**src/rtl/image_sample_fetch.sv**
```systemverilog
// Sequencer between the image-sample ROM and the FFT input buffer: walks N_POINTS
// ROM addresses, hides the ROM's one-cycle read latency, streams complex samples.
module image_sample_fetch #(
    parameter int DATA_WIDTH = 32,
    parameter int ADDR_WIDTH = 12,
    parameter int N_POINTS   = 8,
    parameter int BASE_ADDR  = 1
) (
    input  logic                  clk,
    input  logic                  rst_n,
    input  logic                  start,
    output logic                  busy,
    output logic                  done,
    output logic [ADDR_WIDTH-1:0] rom_addr,
    output logic                  rom_wr_ena,
    input  logic [DATA_WIDTH-1:0] rom_data,
    output logic [DATA_WIDTH-1:0] out_re,
    output logic [DATA_WIDTH-1:0] out_im,
    output logic [ADDR_WIDTH-1:0] out_idx,
    output logic                  out_last,
    output logic                  out_valid,
    input  logic                  out_ready
);

    typedef enum logic [1:0] {
        S_IDLE,
        S_FETCH,
        S_DRAIN,
        S_DONE
    } state_t;

    localparam logic [ADDR_WIDTH-1:0] LP_N    = ADDR_WIDTH'(N_POINTS);
    localparam logic [ADDR_WIDTH-1:0] LP_LAST = ADDR_WIDTH'(N_POINTS - 1);
    localparam logic [ADDR_WIDTH-1:0] LP_BASE = ADDR_WIDTH'(BASE_ADDR);

    state_t                r_state;
    logic                  r_busy;
    logic                  r_done;
    logic [ADDR_WIDTH-1:0] r_rom_addr;
    logic [ADDR_WIDTH-1:0] r_issue_cnt;
    logic                  r_inflight;
    logic [ADDR_WIDTH-1:0] r_inflight_idx;

    logic [DATA_WIDTH-1:0] r_fifo_data [3];
    logic [ADDR_WIDTH-1:0] r_fifo_idx  [3];
    logic [1:0]            r_wr_ptr;
    logic [1:0]            r_rd_ptr;
    logic [1:0]            r_fifo_cnt;

    logic                  w_valid;
    logic                  w_push;
    logic                  w_pop;
    logic                  w_issue;
    logic                  w_last;
    logic [DATA_WIDTH-1:0] w_head_data;
    logic [ADDR_WIDTH-1:0] w_head_idx;
    logic [1:0]            w_wr_ptr_nxt;
    logic [1:0]            w_rd_ptr_nxt;

    // A read in flight holds a FIFO credit, so three credits bound FIFO occupancy.
    assign w_valid = (r_fifo_cnt != 2'd0);
    assign w_pop   = w_valid & out_ready;
    assign w_push  = r_inflight;
    assign w_issue = (r_state == S_FETCH) && (r_issue_cnt < LP_N)
                     && (({1'b0, r_fifo_cnt} + {2'b00, r_inflight}) < 3'd3);

    assign w_wr_ptr_nxt = (r_wr_ptr == 2'd2) ? 2'd0 : r_wr_ptr + 2'd1;
    assign w_rd_ptr_nxt = (r_rd_ptr == 2'd2) ? 2'd0 : r_rd_ptr + 2'd1;

    always_comb begin
        w_head_data = r_fifo_data[0];
        w_head_idx  = r_fifo_idx[0];
        case (r_rd_ptr)
            2'd1: begin
                w_head_data = r_fifo_data[1];
                w_head_idx  = r_fifo_idx[1];
            end
            2'd2: begin
                w_head_data = r_fifo_data[2];
                w_head_idx  = r_fifo_idx[2];
            end
            default: ;
        endcase
    end

    assign w_last = w_valid && (w_head_idx == LP_LAST);

    always_ff @(posedge clk) begin
        for (int unsigned i = 0; i < 3; i++) begin
            if (w_push && (r_wr_ptr == 2'(i))) begin
                r_fifo_data[i] <= rom_data;
                r_fifo_idx[i]  <= r_inflight_idx;
            end
        end
    end

    always_ff @(posedge clk or negedge rst_n) begin
        if (!rst_n) begin
            r_state        <= S_IDLE;
            r_busy         <= 1'b0;
            r_done         <= 1'b0;
            r_rom_addr     <= LP_BASE;
            r_issue_cnt    <= '0;
            r_inflight     <= 1'b0;
            r_inflight_idx <= '0;
            r_wr_ptr       <= '0;
            r_rd_ptr       <= '0;
            r_fifo_cnt     <= '0;
        end else begin
            r_inflight <= w_issue;
            if (w_issue) begin
                r_rom_addr     <= r_rom_addr + 1'b1;
                r_issue_cnt    <= r_issue_cnt + 1'b1;
                r_inflight_idx <= r_issue_cnt;
            end

            if (w_push) r_wr_ptr <= w_wr_ptr_nxt;
            if (w_pop)  r_rd_ptr <= w_rd_ptr_nxt;
            case ({w_push, w_pop})
                2'b10:   r_fifo_cnt <= r_fifo_cnt + 2'd1;
                2'b01:   r_fifo_cnt <= r_fifo_cnt - 2'd1;
                default: ;
            endcase

            case (r_state)
                S_IDLE: begin
                    if (start) begin
                        r_state     <= S_FETCH;
                        r_busy      <= 1'b1;
                        r_issue_cnt <= '0;
                        r_rom_addr  <= LP_BASE;
                        r_inflight  <= 1'b0;
                        r_wr_ptr    <= '0;
                        r_rd_ptr    <= '0;
                        r_fifo_cnt  <= '0;
                    end
                end
                S_FETCH: begin
                    if (w_issue && (r_issue_cnt == LP_LAST)) r_state <= S_DRAIN;
                end
                S_DRAIN: begin
                    if (w_pop && w_last) begin
                        r_state <= S_DONE;
                        r_busy  <= 1'b0;
                        r_done  <= 1'b1;
                    end
                end
                S_DONE: begin
                    r_done  <= 1'b0;
                    r_state <= S_IDLE;
                end
                default: r_state <= S_IDLE;
            endcase
        end
    end

    assign busy       = r_busy;
    assign done       = r_done;
    assign rom_addr   = r_rom_addr;
    assign rom_wr_ena = 1'b0;
    assign out_valid  = w_valid;
    assign out_re     = w_valid ? w_head_data : '0;
    assign out_im     = '0;
    assign out_idx    = w_valid ? w_head_idx : '0;
    assign out_last   = w_last;

endmodule

```
**config.mk**
```make
export PLATFORM = sky130hd
export DESIGN_NAME = image_sample_fetch
export DESIGN_NICKNAME = d
export VERILOG_FILES = /design/src/rtl/image_sample_fetch.sv
export SDC_FILE = /design/constraint.sdc
export NUM_CORES = 1
export LEC_CHECK = 0
export ABC_AREA = 1
export ABC_CLOCK_PERIOD_IN_PS = 4300
export CORE_ASPECT_RATIO = 0.7
export CORE_MARGIN = 5
export CORE_UTILIZATION = 48
export CTS_BUF_LIST = sky130_fd_sc_hd__clkbuf_16
export CTS_CLUSTER_SIZE = 14
export DETAILED_ROUTE_END_ITERATION = 12
export PLACE_DENSITY_LB_ADDON = 0.12
export SETUP_SLACK_MARGIN = 0.5
export SLEW_MARGIN = 30
export SYNTH_ARGS = -nofsm -noshare
export SYNTH_HDL_FRONTEND = slang
export SYNTH_SLANG_ARGS = --single-unit
export TNS_END_PERCENT = 50
```
**constraint.sdc**
```tcl
create_clock -name clk -period 4.3 [get_ports clk]
set_clock_uncertainty 0.05 [all_clocks]
set_input_delay 0.43 -clock clk [delete_from_list [all_inputs] [get_ports clk]]
set_output_delay 0.43 -clock clk [all_outputs]
set_load 0.005 [all_outputs]
```
Word level (Yosys, flattened, before mapping)
Memory sizes are Yosys's and may differ from the RTL's.
Index checks and enable logic that the tools add are counted.
{"block": "word_totals", "reg_bits": 47, "ram_bits": 132, "inputBits": 36, "output_inout_bits": 93, "wordCells": 106, "memories": 2}
{"memory": "r_fifo_data", "words": 3, "width": 32, "read_ports": 3, "rd_clocked_by_memory_dff": 0, "write_ports": 1, "line_no": "44", "rtl": "logic [DATA_WIDTH-1:0] r_fifo_data [3];"}
{"memory": "r_fifo_idx", "words": 3, "width": 12, "read_ports": 3, "rd_clocked_by_memory_dff": 0, "write_ports": 1, "line_no": "45", "rtl": "logic [ADDR_WIDTH-1:0] r_fifo_idx [3];"}
{"block": "op_classes", "add_sub_neg": 7, "magnitude_cmp": 2, "n_eq_ne": 14, "n_mux": 50, "bitwise_logic": 1, "reduce_logical": 20}
{"cell": "$mux 12", "n": 9}
{"cell": "$mux 32", "n": 3}
{"cell": "$pmux 32 s2", "n": 1}
{"cell": "$reduce_or 32->1", "n": 2}
{"cell": "$mux 2", "n": 17}
{"cell": "$add 12x1->12 const B", "n": 2}
{"cell": "$eq 12x3->1 const B", "n": 2}
{"cell": "$pmux 12 s2", "n": 1}
{"cell": "$reduce_or 12->1", "n": 2}
{"cell": "$mux 1", "n": 15}
{"cell": "$lt 12x4->1 const B", "n": 1}
{"cell": "$eq 2x2->1 const B", "n": 5}
{"cell": "$eq 2x1->1 const B", "n": 4}
{"cell": "$logic_and 1x1->1", "n": 8}
{"cell": "$pmux 2 s4", "n": 1}
{"cell": "$add 2x1->2 const B", "n": 3}
{"cell": "$reduce_and 3->1", "n": 2}
{"cell": "$reduce_bool 2->1", "n": 3}
{"cell": "$logic_not 2->1", "n": 2}
{"cell": "$ne 2x2->1 const B", "n": 2}
{"cell": "$pmux 1 s2", "n": 2}
{"cell": "$pmux 2 s2", "n": 1}
{"cell": "$add 2x1->3", "n": 1}
{"cell": "$lt 3x2->1 const B", "n": 1}
{"cell": "other kinds (4)", "n": 4}

Longest topological paths before layout
{"block": "depth", "ltp_word": 7, "depth_mapped": 15, "ltp_nobuf": 14}

Worst setup path after synthesis
No wires, ideal clock.
{"block": "synth_path", "kind": "reg-to-reg", "start": "register r_wr_ptr[0]", "end": "memory r_fifo_data[0][0], enable pin", "setup_time_ns": 0.502, "t_arrival_ns": 3.496, "slack_ns": 0.252, "stages_incl_launch_ff": 2, "synth_period_minus_slack_ns": 4.048, "path_cell_list": "dfrtp_1 nor3_1"}
{"block": "synth_via", "elab_chain_cells": 7, "elab_cells_between_ends": 18, "classes_between": "2 x eq/ne; 10 x mux; 6 x reduce/logical"}
{"item": "start, declared", "line_no": "46", "rtl": "logic [1:0] r_wr_ptr;"}
{"item": "start signal, assigned", "line_no": "117", "rtl": "if (w_push) r_wr_ptr <= w_wr_ptr_nxt;"}
{"item": "$eq 2x1->1", "line_no": "90", "rtl": "if (w_push && (r_wr_ptr == 2'(i))) begin"}
{"item": "$logic_and 1x1->1", "line_no": "90"}
{"item": "$mux 1", "line_no": "90"}
{"item": "$mux 1 (implied by the code)", "line_no": "91", "rtl": "r_fifo_data[i] <= rom_data;"}
{"item": "$reduce_or 32->1 (no line)"}
{"item": "$mux 2 (no line) or $mux 1 (tied branches) (2 in series)"}
{"item": "end, declared", "line_no": "44"}
Several ways; a longest one is shown, not always the timed one.

Worst setup path after layout
{"block": "layout_path", "start": "register r_rd_ptr[0]", "end": "output port out_last"}
{"block": "layout_via", "elab_chain_cells": 4, "elab_cells_between_ends": 5, "classes_between": "3 x eq/ne; 1 x mux; 1 x reduce/logical"}
{"item": "start, declared", "line_no": "47", "rtl": "logic [1:0] r_rd_ptr;"}
{"item": "start signal, assigned", "line_no": "118", "rtl": "if (w_pop) r_rd_ptr <= w_rd_ptr_nxt;"}
{"item": "$eq 2x2->1 or $eq 2x1->1 (tied branches)", "line_no": "73", "rtl": "case (r_rd_ptr)"}
{"item": "$pmux 12 s2 (*)", "line_no": "73"}
{"item": "$eq 12x3->1 (*)", "line_no": "86", "rtl": "assign w_last = w_valid && (w_head_idx == LP_LAST);"}
{"item": "$logic_and 1x1->1 (*)", "line_no": "86"}
{"item": "end, declared", "line_no": "20", "rtl": "output logic out_last,"}
Mark *: on every way between the ends. The rest lies on a longest branch, timed or not.

==> flow_summary.toml <==
[detailed_routing]
post-route-drc-count = 0
vias = 5017
drt_iter0_markers = 407
ant_nets = 0
dr.pass1.iters = 5
met1_length_mm = 7.622
post_drt_wl_per_cell_um = 16.59
wl_mm = 16.19
highest_layer = "met4"
met2_length_mm = 7.258
met3WireLength_mm = 1.103
vias_per_cell = 5.140

[timing]
fin_crit_sh_pct = 83.97
slew_headroom_pct = 57.84
finalHoldViolCount = 0
tightest_slew_ns = 0.6324
setup_ws_ns = 0.6893
grt_setup_unrepaired = "no"
min_period_ns = 3.611
max_freq_mhz = 277.0
final.setup.tns_ns = 0
slew_violations = 0
setup_viol = 0

[cts]
insertion_delay_ns = 0.43
cts_buffer_depth = 2
clock-sinks = 179
numCtsBuffers = 17
cts_tree = "built"
clkSlewWorstSetupHoldPaths_ns = 0.07
post-cts-setup-buffers = 0
htreeDepth = 4
cts_root_buf = "clkbuf_16"

[place]
gp_congestion = 0.8393
dp_slack_ns = 1.131
postPlaceCellArea_um2 = 8593
numPortBuffers = 95
hpwl_mm = 10.33
dp.cells = 943

[die]
die-area_um2 = 18480
core_um2 = 15500
io_pins = 129
die_y_um = 115.3
die_w_um = 160.4
row_count = 38
initial_core_util_pct = 49.01

[power]
p_seq_share_pct = 33.3
p_clk_share_pct = 24.2
p_sw_share_pct = 35.39
power.switching_uw = 2345
cellPowerDensity_nw_per_um2 = 718.8
ir_drop_mv = 0.4785
pwr-share-comb_pct = 42.6
leakagePower_uw = 0.003519
p_int_uw = 4281

[synth]
ys.flop_type = "edfxtp_1"
ys_ff_latch = 179
syn_area_um2 = 7596
synth_edf_count = 132
synth_most_common_cell = "edfxtp_1"
synthArstFlopShare_pct = 26.26
synth.top_cell.area_share_pct = 52.18
synth_area_leaders = "edfxtp_1 (52%), dfrtp_1 (15%), nand2_1 (5.8%), a21oi_1 (5.5%), o21ai_0 (3.3%)"
synth_commonest_cells = "edfxtp_1 (132), nand2_1 (117), a21oi_1 (83)"
synth_top_area_cell = "edfxtp_1"
yosysWarnings = 0
synth_cells = 667
postSynthAreaPerCell_um2 = 11.39
ys_seq_area_share_pct = 67.68
yosysUniqueCellTypes = 33

[global_routing]
antenna_found_initial = 0
grt_pass1_vias = 4781
grt.total_usage_pct = 18.05
gr-total-overflow = 0
grt_pass1_wl_mm = 25.61
grt_max_degree = 48

[final_layout]
area_growth_pct = 21.35
finalInstanceArea_um2 = 9218
postLayoutCoreUtil_pct = 59.47
layout.nets = 812
drive_gt1_share_pct = 7.861
n_antenna_cell = 0
layoutNonFillerInstCount = 976

[worst_setup_path]
crit_type = "flip-flop to primary output"
cp_num_buf_inv = 3
crit_family = "buffers and inverters"
cp_slowest_stage_delay_ns = 0.59
path_cells = "inv_1 > ha_1 > buf_4 > or2_2 > nand2_2 > nand3_1 > nor4_1 > clkdlybuf4s50_1"
end_kind = "primary output"
crit_arrival_ns = 3.13
critPathLaunchType = "flip-flop"
crit_fanout = 20
crit_required_ns = 3.82
worst_path_max_delay_cell = "clkdlybuf4s50_1"

[run]
max-cap-violations = 0

[min_path]
hold_path_class = "flip-flop to flip-flop"

[status]
outcome = "complete, no violations"
==> cell usage in the layout, fill, tap and decap left out, drive strengths merged, types with 13 or more instances in the layout <==
cell           instances
a21oi                 83
clkbuf                17
clkdlybuf4s50         94
conb                  33
dfrtp                 46
edfxtp               132
ha                    13
inv                   50
nand2                122
nand3                 22
nor2                  57
o21ai                 51
==> worst paths after layout <==
kind                                    startpoint                             to  slack (ns)  cells after the start
min                               busy$_DFFE_PN0P_               busy$_DFFE_PN0P_        0.43                      2
max                          r_rd_ptr[0]$_DFF_PN0_                       out_last        0.69                      8
max in group asynchronous                    rst_n  r_inflight_idx[7]$_DFFE_PN0N_        3.26                      2
min reg2reg                       busy$_DFFE_PN0P_               busy$_DFFE_PN0P_        0.43                      2
max reg2reg                r_fifo_cnt[0]$_DFF_PN0_          rom_addr[4]$_DFF_PN0_        1.57                     10
min in group asynchronous                    rst_n               busy$_DFFE_PN0P_        0.49                      2
==> final cells by class <==
type	instances	area [µm²]
Clock buffer	17	425.4
Fill cell	1260	6282
Tap cell	200	250.2
Sequential cell	179	5141
Clock inverter	15	188.9
Inverter	50	190.2
Multi-Input combinational cell	410	1996
Timing Repair Buffer	105	1026
==> worst register-to-register path: cells and delay by family (launching register included) <==
kind / cells / cell delay, ns
and+or+nand+nor: 5 / 0.90
buffers and inverters: 1 / 0.56
DFF: 1 / 0.46
adders and majority gates: 2 / 0.42
AOI/OAI and AO/OA: 2 / 0.29
==> stage by stage <==
stage / hold slack (ns) / total power [µW]
after floorplan: 0.08441 / 3820
after global routing: 0.4629 / 7070
final: 0.4279 / 6626
after global placement: 0.4053 / 5019
after CTS: 0.4343 / 6692
after detailed placement: 0.4178 / 5070
==> per-layer routing <==
layer,up-vias,global-route usage (%)
li1,2400,-
met1,2430,25.75
met2,173,27.22
met3,14,4.873
met4,0,5.960
met5,-,0
==> cell families (layout without fill, tap and decap cells) <==
group / after synthesis / count (layout) / synth area share (%)
adder cells (fa/ha/maj): 13 / 13 / 2.141
flip-flops: 179 / 179 / 67.68
AND/OR/NAND/NOR: 220 / 220 / 12.37
buffers and inverters: 110 / 187 / 7.824
AO/OA/AOI/OAI: 140 / 140 / 9.471
other: 1 / 33 / 0.04937
XOR/XNOR: 4 / 4 / 0.4612
==> sequential cells by signal, summed over array words and instances (netlist names) <==
name and cells:
r_rd_ptr 2, rom_addr 12, busy 1, r_inflight 1
r_inflight_idx 12, r_issue_cnt 12, done 1, r_fifo_idx 36
r_state 2, r_fifo_data 96, r_wr_ptr 2, r_fifo_cnt 2
==> repair_timing <==
item	CTS	global route
hold buffers	1	0
setup endpoints to repair	0	0
resized for setup	0	0
endpoints found under the hold margin	46	0
==> power groups by stage <==
| stage | registers [µW] | logic, µW | clock network, µW |
|---|---|---|---|
| floorplan | 2220 | 1600 | 0 |
| global placement | 2230 | 2790 | 0 |
| detailed placement | 2240 | 2830 | 0 |
| CTS | 2200 | 2860 | 1630 |
| global route | 2230 | 3140 | 1710 |
| finish | 2200 | 2820 | 1600 |
(Power assumes the default switching activity.)
